[src/rtl/noc_rr_collector_if.sv]
// Producer-side and output-side signals of the many-to-one collector.
// master: the producers/consumer environment; slave: the collector itself.
interface noc_rr_collector_if #(
  parameter int CPU_NB = 4
);
  localparam int SW = (CPU_NB > 1) ? $clog2(CPU_NB) : 1;

  logic          data_vld [CPU_NB];
  logic [63:0]   data     [CPU_NB];
  logic          data_rdy [CPU_NB];

  logic          out_vld;
  logic [SW-1:0] out_src;
  logic [63:0]   out_data;
  logic [31:0]   out_cnt;

  modport master (
    output data_vld, data,
    input  data_rdy, out_vld, out_src, out_data, out_cnt
  );

  modport slave (
    input  data_vld, data,
    output data_rdy, out_vld, out_src, out_data, out_cnt
  );
endinterface

[src/rtl/noc_rr_collector.sv]
// Many-to-one collector: one-entry ingress buffer per source, round-robin
// drain onto a single registered output stream tagged with the source index.
module noc_rr_collector #(
  parameter int CPU_NB = 4
) (
  input  logic               clk,
  input  logic               rst_n,
  noc_rr_collector_if.slave  bus
);
  localparam int          SW = (CPU_NB > 1) ? $clog2(CPU_NB) : 1;
  localparam int unsigned N  = CPU_NB;

  logic          buf_full_q [CPU_NB];
  logic          buf_full_d [CPU_NB];
  logic [63:0]   buf_data_q [CPU_NB];
  logic [63:0]   buf_data_d [CPU_NB];
  logic [SW-1:0] ptr_q, ptr_d;
  logic          out_vld_q, out_vld_d;
  logic [SW-1:0] out_src_q, out_src_d;
  logic [63:0]   out_data_q, out_data_d;
  logic [31:0]   out_cnt_q, out_cnt_d;

  logic          grant [CPU_NB];
  logic          gnt_any;
  logic [SW-1:0] gnt_idx;
  logic          rdy [CPU_NB];

  // Round-robin search starting just after the last granted index.
  always_comb begin
    logic [SW-1:0] cand;
    for (int unsigned i = 0; i < N; i++) grant[i] = 1'b0;
    gnt_any = 1'b0;
    gnt_idx = '0;
    cand    = '0;
    for (int unsigned off = 1; off <= N; off++) begin
      cand = SW'((32'(ptr_q) + off) % N);
      if (!gnt_any && buf_full_q[cand]) begin
        grant[cand] = 1'b1;
        gnt_any     = 1'b1;
        gnt_idx     = cand;
      end
    end
  end

  // Ready depends only on buffer state and the grant, never on data_vld.
  always_comb begin
    for (int unsigned i = 0; i < N; i++) begin
      rdy[i] = rst_n & (~buf_full_q[i] | grant[i]);
    end
  end

  // Next-state for buffers (drain, then refill wins) and the output stage.
  always_comb begin
    for (int unsigned i = 0; i < N; i++) begin
      buf_full_d[i] = buf_full_q[i];
      buf_data_d[i] = buf_data_q[i];
      if (grant[i]) buf_full_d[i] = 1'b0;
      if (bus.data_vld[i] && rdy[i]) begin
        buf_full_d[i] = 1'b1;
        buf_data_d[i] = bus.data[i];
      end
    end
    ptr_d      = ptr_q;
    out_vld_d  = gnt_any;
    out_src_d  = out_src_q;
    out_data_d = out_data_q;
    out_cnt_d  = out_cnt_q;
    if (gnt_any) begin
      ptr_d      = gnt_idx;
      out_src_d  = gnt_idx;
      out_data_d = buf_data_q[gnt_idx];
      out_cnt_d  = out_cnt_q + 32'd1;
    end
  end

  // State registers; reset discards any buffered words.
  always_ff @(posedge clk or negedge rst_n) begin
    if (!rst_n) begin
      for (int unsigned i = 0; i < N; i++) begin
        buf_full_q[i] <= 1'b0;
        buf_data_q[i] <= '0;
      end
      ptr_q      <= SW'(CPU_NB - 1);
      out_vld_q  <= 1'b0;
      out_src_q  <= '0;
      out_data_q <= '0;
      out_cnt_q  <= '0;
    end else begin
      for (int unsigned i = 0; i < N; i++) begin
        buf_full_q[i] <= buf_full_d[i];
        buf_data_q[i] <= buf_data_d[i];
      end
      ptr_q      <= ptr_d;
      out_vld_q  <= out_vld_d;
      out_src_q  <= out_src_d;
      out_data_q <= out_data_d;
      out_cnt_q  <= out_cnt_d;
    end
  end

  assign bus.data_rdy = rdy;
  assign bus.out_vld  = out_vld_q;
  assign bus.out_src  = out_src_q;
  assign bus.out_data = out_data_q;
  assign bus.out_cnt  = out_cnt_q;
endmodule

[src/flat_wrapper.sv]
// flat-port wrapper written by rule: the top's interface ports become plain ports
module noc_rr_collector_flat 
#(
  parameter int CPU_NB = 4
)
  (clk, rst_n, bus_data_vld, bus_data, bus_data_rdy, bus_out_vld, bus_out_src, bus_out_data, bus_out_cnt);
  noc_rr_collector_if #(.CPU_NB(CPU_NB)) bus_i ();
  input  logic clk;
  input  logic rst_n;
  input wire logic [$bits(bus_i.data_vld)-1:0] bus_data_vld;
  input wire logic [$bits(bus_i.data)-1:0] bus_data;
  output wire logic [$bits(bus_i.data_rdy)-1:0] bus_data_rdy;
  output wire logic [$bits(bus_i.out_vld)-1:0] bus_out_vld;
  output wire logic [$bits(bus_i.out_src)-1:0] bus_out_src;
  output wire logic [$bits(bus_i.out_data)-1:0] bus_out_data;
  output wire logic [$bits(bus_i.out_cnt)-1:0] bus_out_cnt;
  assign bus_i.data_vld = {>>{bus_data_vld}};
  assign bus_i.data = {>>{bus_data}};
  assign bus_data_rdy = {>>{bus_i.data_rdy}};
  assign bus_out_vld = bus_i.out_vld;
  assign bus_out_src = bus_i.out_src;
  assign bus_out_data = bus_i.out_data;
  assign bus_out_cnt = bus_i.out_cnt;
  noc_rr_collector #(.CPU_NB(CPU_NB)) u_core (.clk(clk), .rst_n(rst_n), .bus(bus_i));
endmodule
[config.mk]
export PLATFORM = sky130hd
export DESIGN_NAME = noc_rr_collector_flat
export DESIGN_NICKNAME = d
export VERILOG_FILES = /design/src/rtl/noc_rr_collector_if.sv /design/src/rtl/noc_rr_collector.sv /design/src/flat_wrapper.sv
export SDC_FILE = /design/constraint.sdc
export NUM_CORES = 1
export LEC_CHECK = 0
export ABC_AREA = 1
export CAP_MARGIN = 15
export CORE_ASPECT_RATIO = 0.6
export CORE_UTILIZATION = 30
export CTS_CLUSTER_DIAMETER = 100
export DETAILED_ROUTE_END_ITERATION = 7
export GPL_TIMING_DRIVEN = 0
export PLACE_DENSITY = 0.63
export SYNTH_ARGS = -nofsm -noshare
export SYNTH_HDL_FRONTEND = slang
export SYNTH_SLANG_ARGS = --single-unit
export TNS_END_PERCENT = 100
[constraint.sdc]
create_clock -name clk -period 2.7 [get_ports clk]
set_input_delay 0.27 -clock clk [delete_from_list [all_inputs] [get_ports clk]]
set_output_delay 0.27 -clock clk [all_outputs]
set_load 0.02 [all_outputs]
# Word-level counts from Yosys, hierarchy flattened
# Index checks and enable logic that the tools add are counted.
word_totals:
  latchBits: 0
  reg_bits: 361
  output_inout_bits: 103
  romBits: 0
  mem_count: 0
  mem_bits_rw: 0
classes:
  shifts: 0
  n_reduce_logical: 18
  div: 0
  n_eq_ne: 0
  bitwise_logic: 20
  magnitude_cmp: 9
  n_addsub: 5
  mux: 43
  multipliers: 0
op_table:
  columns: ["cell", "count"]
  rows:
  - ["binary-select mux 64 bit (select 2 bit)", 1]
  - ["two-way mux 64 bit", 2]
  - ["adder 32 x 1 -> 32 bit, second input constant", 1]
  - ["two-way mux 1 bit", 24]
  - ["two-way mux 4 bit", 4]
  - [">= comparator 3 bit, second input constant", 5]
  - ["NOT 2 -> 3 bit", 5]
  - ["< comparator 3 x 1 -> 1 bit, second input constant", 4]
  - ["bitwise OR 4 bit", 3]
  - ["logical AND 1 bit", 11]
  - ["binary-select mux 1 bit (select 2 bit)", 4]
  - ["demux 1 bit (select 2 bit)", 4]
  - ["two-way mux 2 bit", 4]
  - ["nonzero test 2 bit", 4]
  - ["adder 2 x 1 -> 2 bit, second input constant", 2]
  - ["adder 2 bit, second input constant", 2]
  - ["bitwise AND 1 bit", 4]
  - ["NOT 1 bit", 4]
  - ["bitwise OR 1 bit", 4]
  - ["logical NOT 1 bit", 3]

# Logic depth before layout (Yosys ltp)
# Gate-level depths: netlist of run 1.
depth:
  depth_word: 19
  ltp_mapped: 15

# Worst setup path after synthesis of run 1
# No wires, ideal clock.
synth_path:
  kind: "reg2reg"
  startpoint: "register u_core.ptr_q[1]"
  endpoint: "register u_core.out_data_q[15], in the netlist u_core.bus.out_data[15]"
  n_path_buf: 2
  stages_incl_launch_ff: 15
  setup_slack_ns: 0.443
  t_arrival_ns: 2.139
  path_cell_list: "dfstp_2 -> inv_1 -> ha_1 -> inv_1 -> nand3_2 -> nand2_4 -> inv_2 -> nand2_1 -> nand3_2 -> buf_4 -> buf_4 -> nand3_1 -> nand3_1 -> nand3_1 -> nand2_1"
synth_via:
  elab_chain_len: 19
synth_lines:
  columns: ["element", "line_no", "rtl"]
  rows:
  - ["start, declared", "noc_rr_collector.sv:17", "logic [SW-1:0] ptr_q, ptr_d;"]
  - ["start signal, assigned", "noc_rr_collector.sv:83", "ptr_q <= SW'(CPU_NB - 1);"]
  - ["start signal, assigned", "noc_rr_collector.sv:93", "ptr_q <= ptr_d;"]
  - ["adder 2 x 1 -> 2 bit", "noc_rr_collector.sv:36", "cand = SW'((32'(ptr_q) + off) % N);"]
  - ["NOT 2 -> 3 bit (not written as such)", "noc_rr_collector.sv:37", "if (!gnt_any && buf_full_q[cand]) begin"]
  - ["binary-select mux 1 bit (select 2 bit)", "noc_rr_collector.sv:37", null]
  - ["two-way mux 1 bit (not written as such) (2 in a row)", "noc_rr_collector.sv:37", null]
  - ["two-way mux 1 bit", "noc_rr_collector.sv:37", null]
  - ["logical NOT 1 bit", "noc_rr_collector.sv:37", null]
  - ["logical AND 1 bit", "noc_rr_collector.sv:37", null]
  - ["two-way mux 1 bit", "noc_rr_collector.sv:37", null]
  - ["logical NOT 1 bit", "noc_rr_collector.sv:37", null]
  - ["logical AND 1 bit", "noc_rr_collector.sv:37", null]
  - ["two-way mux 1 bit", "noc_rr_collector.sv:37", null]
  - ["logical NOT 1 bit", "noc_rr_collector.sv:37", null]
  - ["logical AND 1 bit", "noc_rr_collector.sv:37", null]
  - ["two-way mux 2 bit", "noc_rr_collector.sv:37", null]
  - ["NOT 2 -> 3 bit (not written as such)", "noc_rr_collector.sv:71", "out_data_d = buf_data_q[gnt_idx];"]
  - ["binary-select mux 64 bit (select 2 bit)", "noc_rr_collector.sv:71", null]
  - ["two-way mux 64 bit (not written as such) (2 in a row)", "noc_rr_collector.sv:71", null]
  - ["end signal, assigned", "noc_rr_collector.sv:96", "out_data_q <= out_data_d;"]
  - ["end, declared", "noc_rr_collector.sv:20", "logic [63:0] out_data_q, out_data_d;"]
# Parallel ways exist; a longest one is shown, timed or not. The select of a mux whose other input is x is not followed.
# A chain may end at the register's enable or synchronous reset.

# Worst setup path in the final report of run 1
layout_path:
  startpoint: "register u_core.ptr_q[1]"
  endpoint: "output port bus_data_rdy[2]"
layout_via:
  elab_chain_len: 17
layout_lines:
  columns: ["element", "line_no", "rtl"]
  rows:
  - ["branches (longest 14 deep; another with >= comparator 3 bit)", null, null]
  - ["two-way mux 4 bit *", "noc_rr_collector.sv:37", null]
  - ["bitwise OR 1 bit *", "noc_rr_collector.sv:48", "rdy[i] = rst_n & (~buf_full_q[i] | grant[i]);"]
  - ["bitwise AND 1 bit *", "noc_rr_collector.sv:48", null]
  - ["end, declared", "flat_wrapper.sv:12", "output wire logic [$bits(bus_i.data_rdy)-1:0] bus_data_rdy;"]
# Every way passes the cells marked *. The select of a mux whose other input is x is not followed.

==> reports/qor.yml, run 1 <==
arrival_ns: 2.45
dr.pass1.iters: 5
grt_antenna_before_repair: 2
syn_area_um2: 18160
synth_top_cell_area_share_pct: 49.46
die-area_um2: 61560
vdd_drop_max_mv: 0.6885
fmax_ghz: 0.3672
hpwl_um: 49830
cts_tree: "done"
grt_max_degree: 124
worstPathRequired_ns: 2.43
path_depth: 10
synth_cells: 2139
ys_async_sr_fraction_pct: 100.0
muxShareOfSynthArea_pct: 0
grt_pass1_wl_um: 97520
ys_seq_area_share_pct: 49.75
critPathBufInv: 3
placed_cells: 3287
synth_nets: 2410
setup_viol: 2
fillers: 5846
num_vias: 16250
track_usage_pct: 20.86
root_buffer: "clkbuf_16"
rows: 69
path_cells: "clkinvlp_4, ha_4, inv_4, nand2_4, nand2_4, nor2_4, nand3_2, nand4_1, and2_4, buf_6"
instances_no_fill: 3361
start_kind: "flop"
port_buffers: 364
postRouteAntennaNets: 0
dpl_cell_area_um2: 22870
initial_core_util_pct: 30.53
ys_types: 30
fin_skew_ns: 0.01487
routed_wl_um: 65200
synth_compound_area_share_pct: 11.67
critPathKind: "flop to output pin"
numCtsBuffers: 39
grt_pass1_vias: 16250
yosys.area.top_type: "dfrtp_1"
rsz0062_at_grt: "yes"
ios: 365
cp_top_family: "simple AND/OR/NAND/NOR gates"
synth_xor_area_share_pct: 1.495
synth_fa_ha_area_share_pct: 0.6200
min_path_type: "input port to asynchronous set/reset pin"
synth-seq-cells: 361
clkSinkCount: 361
cpMostUsedCell: "nand2_4"
timing.final.hold_violations: 124
drv_slew: 0
power_density_nw_per_um2: 1483
core_area_um2: 59480
synth_area_leaders: "dfrtp_1 (49%), nand2_1 (13%), o21ai_2 (9.7%)"
leakage_nw: 11.83
gp_congestion: 0.9225
worst_pin_slew_ns: 0.7435
worstPathMaxFanout: 4
nets: 2828
min_period_ns: 2.723
end_kind: "output pin"
drc: 0
drv_cap: 0
synth-edff-count: 0
fin_crit_sh_pct: 100.9
fp.dieW_um: 319.7
htreeDepth: 2
drive_gt1_share_pct: 16.87
synthFlopType: "dfrtp_1"
crit_path_start: "u_core.ptr_q[1]"
syn_avg_cell_area_um2: 8.491
drt_iter0_drc: 1289
clock_path_buffers: 3
r2r_cells: 14
max_slew_margin_pct: 50.05
via_per_inst: 4.836
r2r_start: "u_core.ptr_q[1]"
yosys.area_share.simple_pct: 25.08
insertion_delay_ns: 0.54
violations: "negative hold slack, negative setup slack"
status: "complete, but fails checks"
critical-path-slowest-cell: "dfstp_2"
final_area_um2: 24430
setup_ws_ns: -0.02302
slowest_delay_ns: 0.55
die_h_um: 192.6
whs_ns: -0.4786
grt-ovfl-total: 0
ys_warn_count: 0
area_growth_pct: 34.53
clk_pin_slew_ns: 0.07
synth_top_family_by_area: "simple AND/OR/NAND/NOR gates"
routed_wire_length_per_instance_um: 19.40
==> cells in the final DEF (no fill, tap or decap), types with 3 or more instances in the layout <==
master / count
buf_1: 5
buf_16: 3
buf_2: 36
buf_4: 24
buf_6: 51
buf_8: 3
bufinv_16: 4
clkbuf_1: 14
clkbuf_16: 43
clkbuf_2: 5
clkbuf_4: 10
clkbuf_8: 4
clkdlybuf4s50_1: 359
clkinv_2: 7
dfrtp_1: 359
ha_1: 8
inv_1: 283
nand2_1: 616
nand2_2: 6
nand2_4: 5
nand3_1: 332
nand3_2: 10
nand3_4: 3
nand4_1: 18
nor2_1: 29
nor2_4: 3
nor3_1: 16
o21ai_0: 13
o21ai_1: 53
o21ai_2: 202
xnor2_1: 5
xor2_1: 26
==> worst register-to-register path, cell delays in order (launching register included) <==
cell and delay (ns):
dfstp_2 0.55, clkinvlp_4 0.11, ha_4 0.33, inv_4 0.06, nand3_4 0.09, nand2_8 0.09, inv_6 0.09, nand2_1 0.06
nand3_2 0.12, buf_4 0.30, clkbuf_4 0.29, nand3_1 0.11, nand3_1 0.15, nand3_1 0.10, nand2_1 0.08
==> path summary, 6_finish.rpt <==
check                           slack, ns                 endpoint
worst min register to register       0.48    u_core.buf_data_q[71]
max in group asynchronous            1.70   u_core.buf_data_q[171]
min in group clk                     0.28   u_core.buf_data_q[247]
worst max-delay path                -0.02          bus_data_rdy[2]
worst min-delay path                -0.48   u_core.bus.out_cnt[24]
worst max register to register       0.10  u_core.bus.out_data[39]
==> stage by stage <==
step	worst slack (ns)	TNS [ns]	power (W)	util, %
final	-0.02302	-0.03666	0.03624	41.08
after global routing	-0.1252	-0.4060	0.03897	41.07
after CTS	-0.03202	-0.09290	0.03594	40.77
after detailed placement	-0.3780	-44.41	0.03000	38.45
after global placement	-14.50	-8467.12	0.02944	38.30
after floorplan	0.4427	0	0.02251	-
==> cells by family (layout without fill, tap and decap cells) <==
group,count (synthesis),in the layout
buffers and inverters,419,859
flip-flops,361,361
other,0,1
AND/OR/NAND/NOR,1047,1047
adder cells (fa/ha/maj),9,9
XOR/XNOR,31,31
AO/OA/AOI/OAI,272,272
==> synthesized netlist by cell type, types with 16 or more instances <==
master / instances
buf_2: 48
buf_6: 50
dfrtp_1: 359
inv_1: 285
nand2_1: 619
nand3_1: 334
nand4_1: 18
nor2_1: 29
nor3_1: 16
o21ai_1: 53
o21ai_2: 202
xor2_1: 26
==> report_power, final <==
part | switching, W | total (W) | leakage, nW | internal (W)
Sequential | 0.00154 | 0.00960 | 4.51 | 0.00805
Combinational | 0.0135 | 0.0211 | 6.70 | 0.00761
Clock | 0.00227 | 0.00551 | 0.626 | 0.00324
Total | 0.0173 | 0.0362 | 11.8 | 0.0189
==> state kept, by name, summed over array words and instances, names as in the netlist <==
register	cells
u_core.buf_full_q	4
u_core.ptr_q	2
u_core.bus.out_data	64
u_core.buf_data_q	256
u_core.bus.out_vld	1
u_core.bus.out_cnt	32
u_core.bus.out_src	2
==> routing by layer <==
layer  track usage (%)  share of wire [%]
met1             31.03                 48
met4             3.791                1.5
met3             4.775                8.0
met5                 0                  0
met2             30.83                 42
==> what timing repair did <==
item / CTS / global route
resized for setup: 37 / 40
cloned: 0 / 2
pin swaps: 6 / 8
buffers inserted: 8 / 2
setup endpoints to repair: 324 / 125
endpoints found under the hold margin: 124 / 124
==> layout make-up <==
| type | instances | area (um^2) | area share, % |
|---|---|---|---|
| Tap cell | 781 | 977.2 | 3.999 |
| Multi-Input combinational cell | 1359 | 7157 | 29.29 |
| Timing Repair Buffer | 378 | 3854 | 15.77 |
| Sequential cell | 361 | 9036 | 36.98 |
| Buffer | 129 | 1037 | 4.245 |
| Clock buffer | 52 | 1107 | 4.532 |
| Inverter | 289 | 1105 | 4.521 |
| Antenna cell | 1 | 2.502 | 0.01024 |
| Clock inverter | 11 | 158.9 | 0.6503 |
Power figures use the tool's default switching activity.
==> run 2, diff against run 1 <==
ABC_CLOCK_PERIOD_IN_PS = 2500   (was unset)
PLACE_DENSITY = 0.65   (was 0.63)
clock period = 2.5 ns   (was 2.7 ns; I/O delays follow)
==> run 2 against run 1 <==
Effect of this change: core utilization increased by 3.8 points; non-clock buffer count increased by 45; largest power group unchanged; global-route usage up 1.4 points; worst hold slack improved by 0.22 ns; critical endpoint is now bus_data_rdy[1]; sequential power up 9%; the run still ends with negative hold slack, negative setup slack left; design area is 9.3% higher; register-to-register slack lost 0.33 ns.
==> reports/qor.yml, run 2 (synthesis results as in run 1) <==
rows: 69
fillers: 5682
grt_antenna_before_repair: 2
end_kind: "output pin"
r2r_cells: 15
die_h_um: 192.6
final_common_cell: "nand2_1"
insertion_delay_ns: 0.55
cts_tree: "done"
nets: 2873
start_kind: "flop"
setup_viol: 292
grt_pass1_wl_um: 101900
ios: 365
cts_hold_buf: 3
setup_ws_ns: -0.2956
grt_max_degree: 113
min_period_ns: 2.796
leakage_nw: 12.88
critPathKind: "flop to output pin"
top_register: "u_core.buf_data_q"
final_cell_mix: "nand2_1 (538), clkdlybuf4s50_1 (359), dfrtp_1 (359)"
grt-ovfl-total: 0
dr.pass1.iters: 5
reg2reg_slack_ns: -0.23
seq_area_um2: 9036
htreeDepth: 2
worst_pin_slew_ns: 0.7602
instances_no_fill: 3410
routed_wl_um: 70360
num_antenna_cells: 0
status: "complete, but fails checks"
timing.final.hold_violations: 217
clock_path_buffers: 3
max_slew_margin_pct: 49.32
gp_congestion: 0.9851
min_path_type: "input port to asynchronous set/reset pin"
numCtsBuffers: 39
hpwl_um: 49300
postRouteAntennaNets: 0
drv_cap: 0
dpl_cell_area_um2: 22870
via_per_inst: 4.796
clkSinkCount: 361
initial_core_util_pct: 30.53
worstPathRequired_ns: 2.25
arrival_ns: 2.55
vdd_drop_max_mv: 1.077
fmax_ghz: 0.3577
rsz0062_at_grt: "yes"
worstPathMaxFanout: 7
drt_iter0_drc: 1296
die-area_um2: 61560
clk_pin_slew_ns: 0.06
root_buffer: "clkbuf_16"
fin_crit_sh_pct: 111.8
fin_skew_ns: 0.01735
final_area_um2: 26710
drv_slew: 0
grt_pass1_vias: 15800
routed_wire_length_per_instance_um: 20.63
num_vias: 16350
port_buffers: 364
core_area_um2: 59480
violations: "negative hold slack, negative setup slack"
area_growth_pct: 47.04
largest_register_ffs: 256
track_usage_pct: 22.30
whs_ns: -0.2636
fp.dieW_um: 319.7
drive_gt1_share_pct: 25.68
multi_input_area_um2: 8059
placed_cells: 3287
drc: 0
power_density_nw_per_um2: 1733
[run 2: cell count changes in the layout (fill, tap and decap cells not counted), sizes merged]
cell / previous run / this run
buf: 124 / 159
bufbuf: 0 / 4
bufinv: 4 / 1
clkbuf: 76 / 87
clkinv: 8 / 5
clkinvlp: 1 / 4
diode: 1 / 0
dlygate4sd3: 0 / 1
inv: 287 / 289
[run 2: metrics by stage]
stage                TNS, ns  setup WS, ns  util (%)  total power [W]
floorplan                  0        0.2427         -          0.02431
global placement    -9205.38        -15.64     38.30          0.03252
detailed placement   -104.80       -0.6345     38.45          0.03280
CTS                   -23.48       -0.3090     43.19          0.04344
global route          -49.36       -0.3680     44.90          0.04935
finish                -18.66       -0.2956     44.90          0.04629
[run 2: layer usage]
layer	routed length, um	part of all wire, %	GRT usage [%]	vias up
li1	-	-	-	7738
met1	34800	49	34.68	8024
met2	29730	42	31.58	536
met3	5120	7.3	4.869	53
met4	694	0.99	3.291	2
met5	13	0.018	0	-
[run 2: what timing repair did]
item                                    in CTS  in global routing
resized for setup                          211                232
buffers inserted                            25                 11
pin swaps                                   23                 36
endpoints found under the hold margin       61                217
endpoints found under the setup margin     340                345
gates cloned                                19                  7
[run 2: worst paths after layout]
path | start | endpoint
max reg2reg | u_core.ptr_q[1] | u_core.buf_data_q[216]
max | u_core.ptr_q[1] | bus_data_rdy[1]
min | rst_n | u_core.buf_data_q[12]
min reg2reg | u_core.bus.out_data[32] | u_core.bus.out_data[32]
min in group clk | bus_data[193] | u_core.buf_data_q[193]
max in group asynchronous | rst_n | u_core.buf_data_q[83]
[run 2: layout make-up]
type                    instances  share of cell area, %
well taps                     781                  3.659
plain buffers                 122                  5.317
multi-input cells            1359                  30.18
repair buffers                430                  18.34
clock inverters                10                 0.3373
inverters                     289                  4.141
clock buffers                  58                  4.193
flip-flops and latches        361                  33.83
[run 2: power breakdown]
group	internal (W)	switching, W	leakage [nW]
Combinational	0.0124	0.0177	7.79
Clock	0.00321	0.00251	0.582
Sequential	0.00870	0.00177	4.51
Total	0.0243	0.0220	12.9
[run 2: worst max-delay path, cell delays in order (launching register included)]
cell	delay, ns
dfstp_2	0.56
clkinvlp_4	0.12
ha_4	0.33
inv_4	0.05
nand3_4	0.11
nand2_8	0.10
a21oi_2	0.17
nand4_1	0.21
and2_1	0.23
buf_6	0.13
==> run 3, diff against run 2 <==
DONT_BUFFER_PORTS = 1   (was unset)
PLACE_DENSITY = 0.57   (was 0.65)
==> run 3 against run 2 <==
Effect of this change: the run ends with negative hold slack, max-slew violations, negative setup slack left; clock power grew 3.5%; critical path depth grew 6; die area is the same; routed wire length shrank 2.5%; combinational power shrank 14%.
==> reports/qor.yml, run 3 (synthesis results as in run 1) <==
clk_pin_slew_ns: 0.06
p_switching_w: 0.02041
timing.final.hold_violations: 361
critPathBufInv: 7
final_area_um2: 24950
dpl_cell_area_um2: 19140
grt_antenna_before_repair: 4
numCtsBuffers: 39
gp_congestion: 0.9766
slowest_delay_ns: 0.56
pwr-share-clk_pct: 13.8
critPathKind: "flop to flop"
arrival_ns: 3.13
port_buffers: 0
rows: 69
nets: 2756
ios: 365
worstPathRequired_ns: 3.00
setup_ws_ns: -0.1327
grt-ovfl-total: 0
insertion_delay_ns: 0.57
wl_met2_um: 29670
p_comb_share_pct: 59.8
critical-path-slowest-cell: "dfstp_2"
area_growth_pct: 37.39
grt_max_degree: 370
start_kind: "flop"
htreeDepth: 2
internal_power_w: 0.02262
wl_met3_um: 4990
reg2reg_slack_ns: -0.13
setup_viol: 198
cts_hold_buf: 256
postRouteAntennaNets: 0
drc: 0
num_vias: 16000
finalPower_w: 0.04304
path_cells: "clkinvlp_4, ha_4, inv_4, nand3_4, nand2_8, nor2_4, nand2_2, nand4_1, buf_4, nand3_4, buf_12, buf_16, buf_12, buf_16, o21ai_2"
die-area_um2: 61560
top_register: "u_core.buf_data_q"
end_kind: "flop"
min_path_type: "input port to asynchronous set/reset pin"
met1_length_um: 32960
fp.dieW_um: 319.7
min_period_ns: 2.633
switching_share_pct: 47.43
grt_pass1_vias: 16040
top_layer_used: "met5"
largest_register_ffs: 256
track_usage_pct: 21.52
rsz0062_at_grt: "yes"
final_common_cell: "nand2_1"
hpwl_um: 47940
fin_skew_ns: 0.02068
drive_gt1_share_pct: 23.08
pwr-share-seq_pct: 26.4
whs_ns: -0.6263
core_area_um2: 59480
final_cell_mix: "nand2_1 (549), dfrtp_1 (359), nand3_1 (303)"
cts_tree: "done"
drv_slew: 97
vdd_drop_max_mv: 0.7914
status: "complete, but fails checks"
cp_top_family: "buffers and inverters"
clock_path_buffers: 3
max_slew_margin_pct: -7.539
die_h_um: 192.6
drv_cap: 0
worst_pin_slew_ns: 1.613
routed_wire_length_per_instance_um: 20.84
root_buffer: "clkbuf_16"
clkSinkCount: 361
power_density_nw_per_um2: 1725
grt_pass1_wl_um: 98910
fillers: 5724
fmax_ghz: 0.3798
via_per_inst: 4.862
worstPathMaxFanout: 7
initial_core_util_pct: 30.53
violations: "negative hold slack, max-slew violations, negative setup slack"
fin_crit_sh_pct: 105.3
leakage_nw: 12.19
drt_iter0_drc: 1250
dr.pass1.iters: 5
routed_wl_um: 68570
run 3: cell type report:
class	instances	area [um^2]	area share (%)
timing repair buffer	307	3400	13.62
clock inverter	7	95.09	0.3811
inverter	289	1119	4.483
clock buffer	58	1160	4.648
sequential	361	9036	36.21
timing repair inverter	1	8.758	0.03510
antenna	1	2.502	0.01003
buffer	127	1481	5.937
tap	781	977.2	3.916
multi-input combinational	1359	7675	30.76
run 3: timing repair:
item	CTS	global route
gates cloned	9	11
gates resized for setup	138	232
hold endpoints to repair	617	361
endpoints found under the setup margin	342	340
pin swaps	9	15
buffers inserted	16	16
run 3: metrics by stage:
stage / utilization (%) / TNS, ns / hold slack (ns) / setup WS [ns] / instances
after global placement: 32.18 / -129.41 / -0.02875 / -0.6785 / 2920
after global routing: 41.95 / -29.77 / -0.6556 / -0.2299 / 3290
after detailed placement: 32.18 / -123.56 / -0.02424 / -0.6567 / 2920
final: 41.95 / -8.460 / -0.6263 / -0.1327 / 3291
after floorplan: - / 0 / -0.04559 / 0.2427 / 2139
after CTS: 39.97 / -4.052 / -0.6529 / -0.1278 / 3266
run 3: worst paths after layout:
path / startpoint / to / cells after the start
setup reg to reg: u_core.ptr_q[1] / u_core.buf_data_q[51] / 15
max in group asynchronous: rst_n / u_core.bus.out_data[38] / 0
min in group clk: bus_data_vld[3] / u_core.buf_data_q[192] / 4
setup / recovery: u_core.ptr_q[1] / u_core.buf_data_q[51] / 15
hold reg to reg: u_core.buf_data_q[210] / u_core.buf_data_q[210] / 2
hold / removal: rst_n / u_core.bus.out_cnt[20] / 0
run 3: worst reg2reg max path: stages, from the launching register on:
cell and delay, ns:
dfstp_2 0.56, clkinvlp_4 0.12, ha_4 0.32, inv_4 0.06
nand3_4 0.11, nand2_8 0.09, nor2_4 0.13, nand2_2 0.06
nand4_1 0.14, buf_4 0.17, nand3_4 0.10, buf_12 0.20
buf_16 0.17, buf_12 0.14, buf_16 0.13, o21ai_2 0.10
run 3: power groups by stage:
stage	clock network (W)	logic, W	registers [W]
final	0.00593	0.0258	0.0114
after global routing	0.00626	0.0281	0.0116
after floorplan	0	0.0137	0.0106
after global placement	0	0.0193	0.0112
after detailed placement	0	0.0198	0.0113
after CTS	0.00608	0.0219	0.0112
run 3: per-layer routing:
metal	global-route usage [%]	vias up
li1	-	7471
met5	0	-
met1	31.07	7863
met4	4.364	6
met3	5.363	71
met2	32.39	589
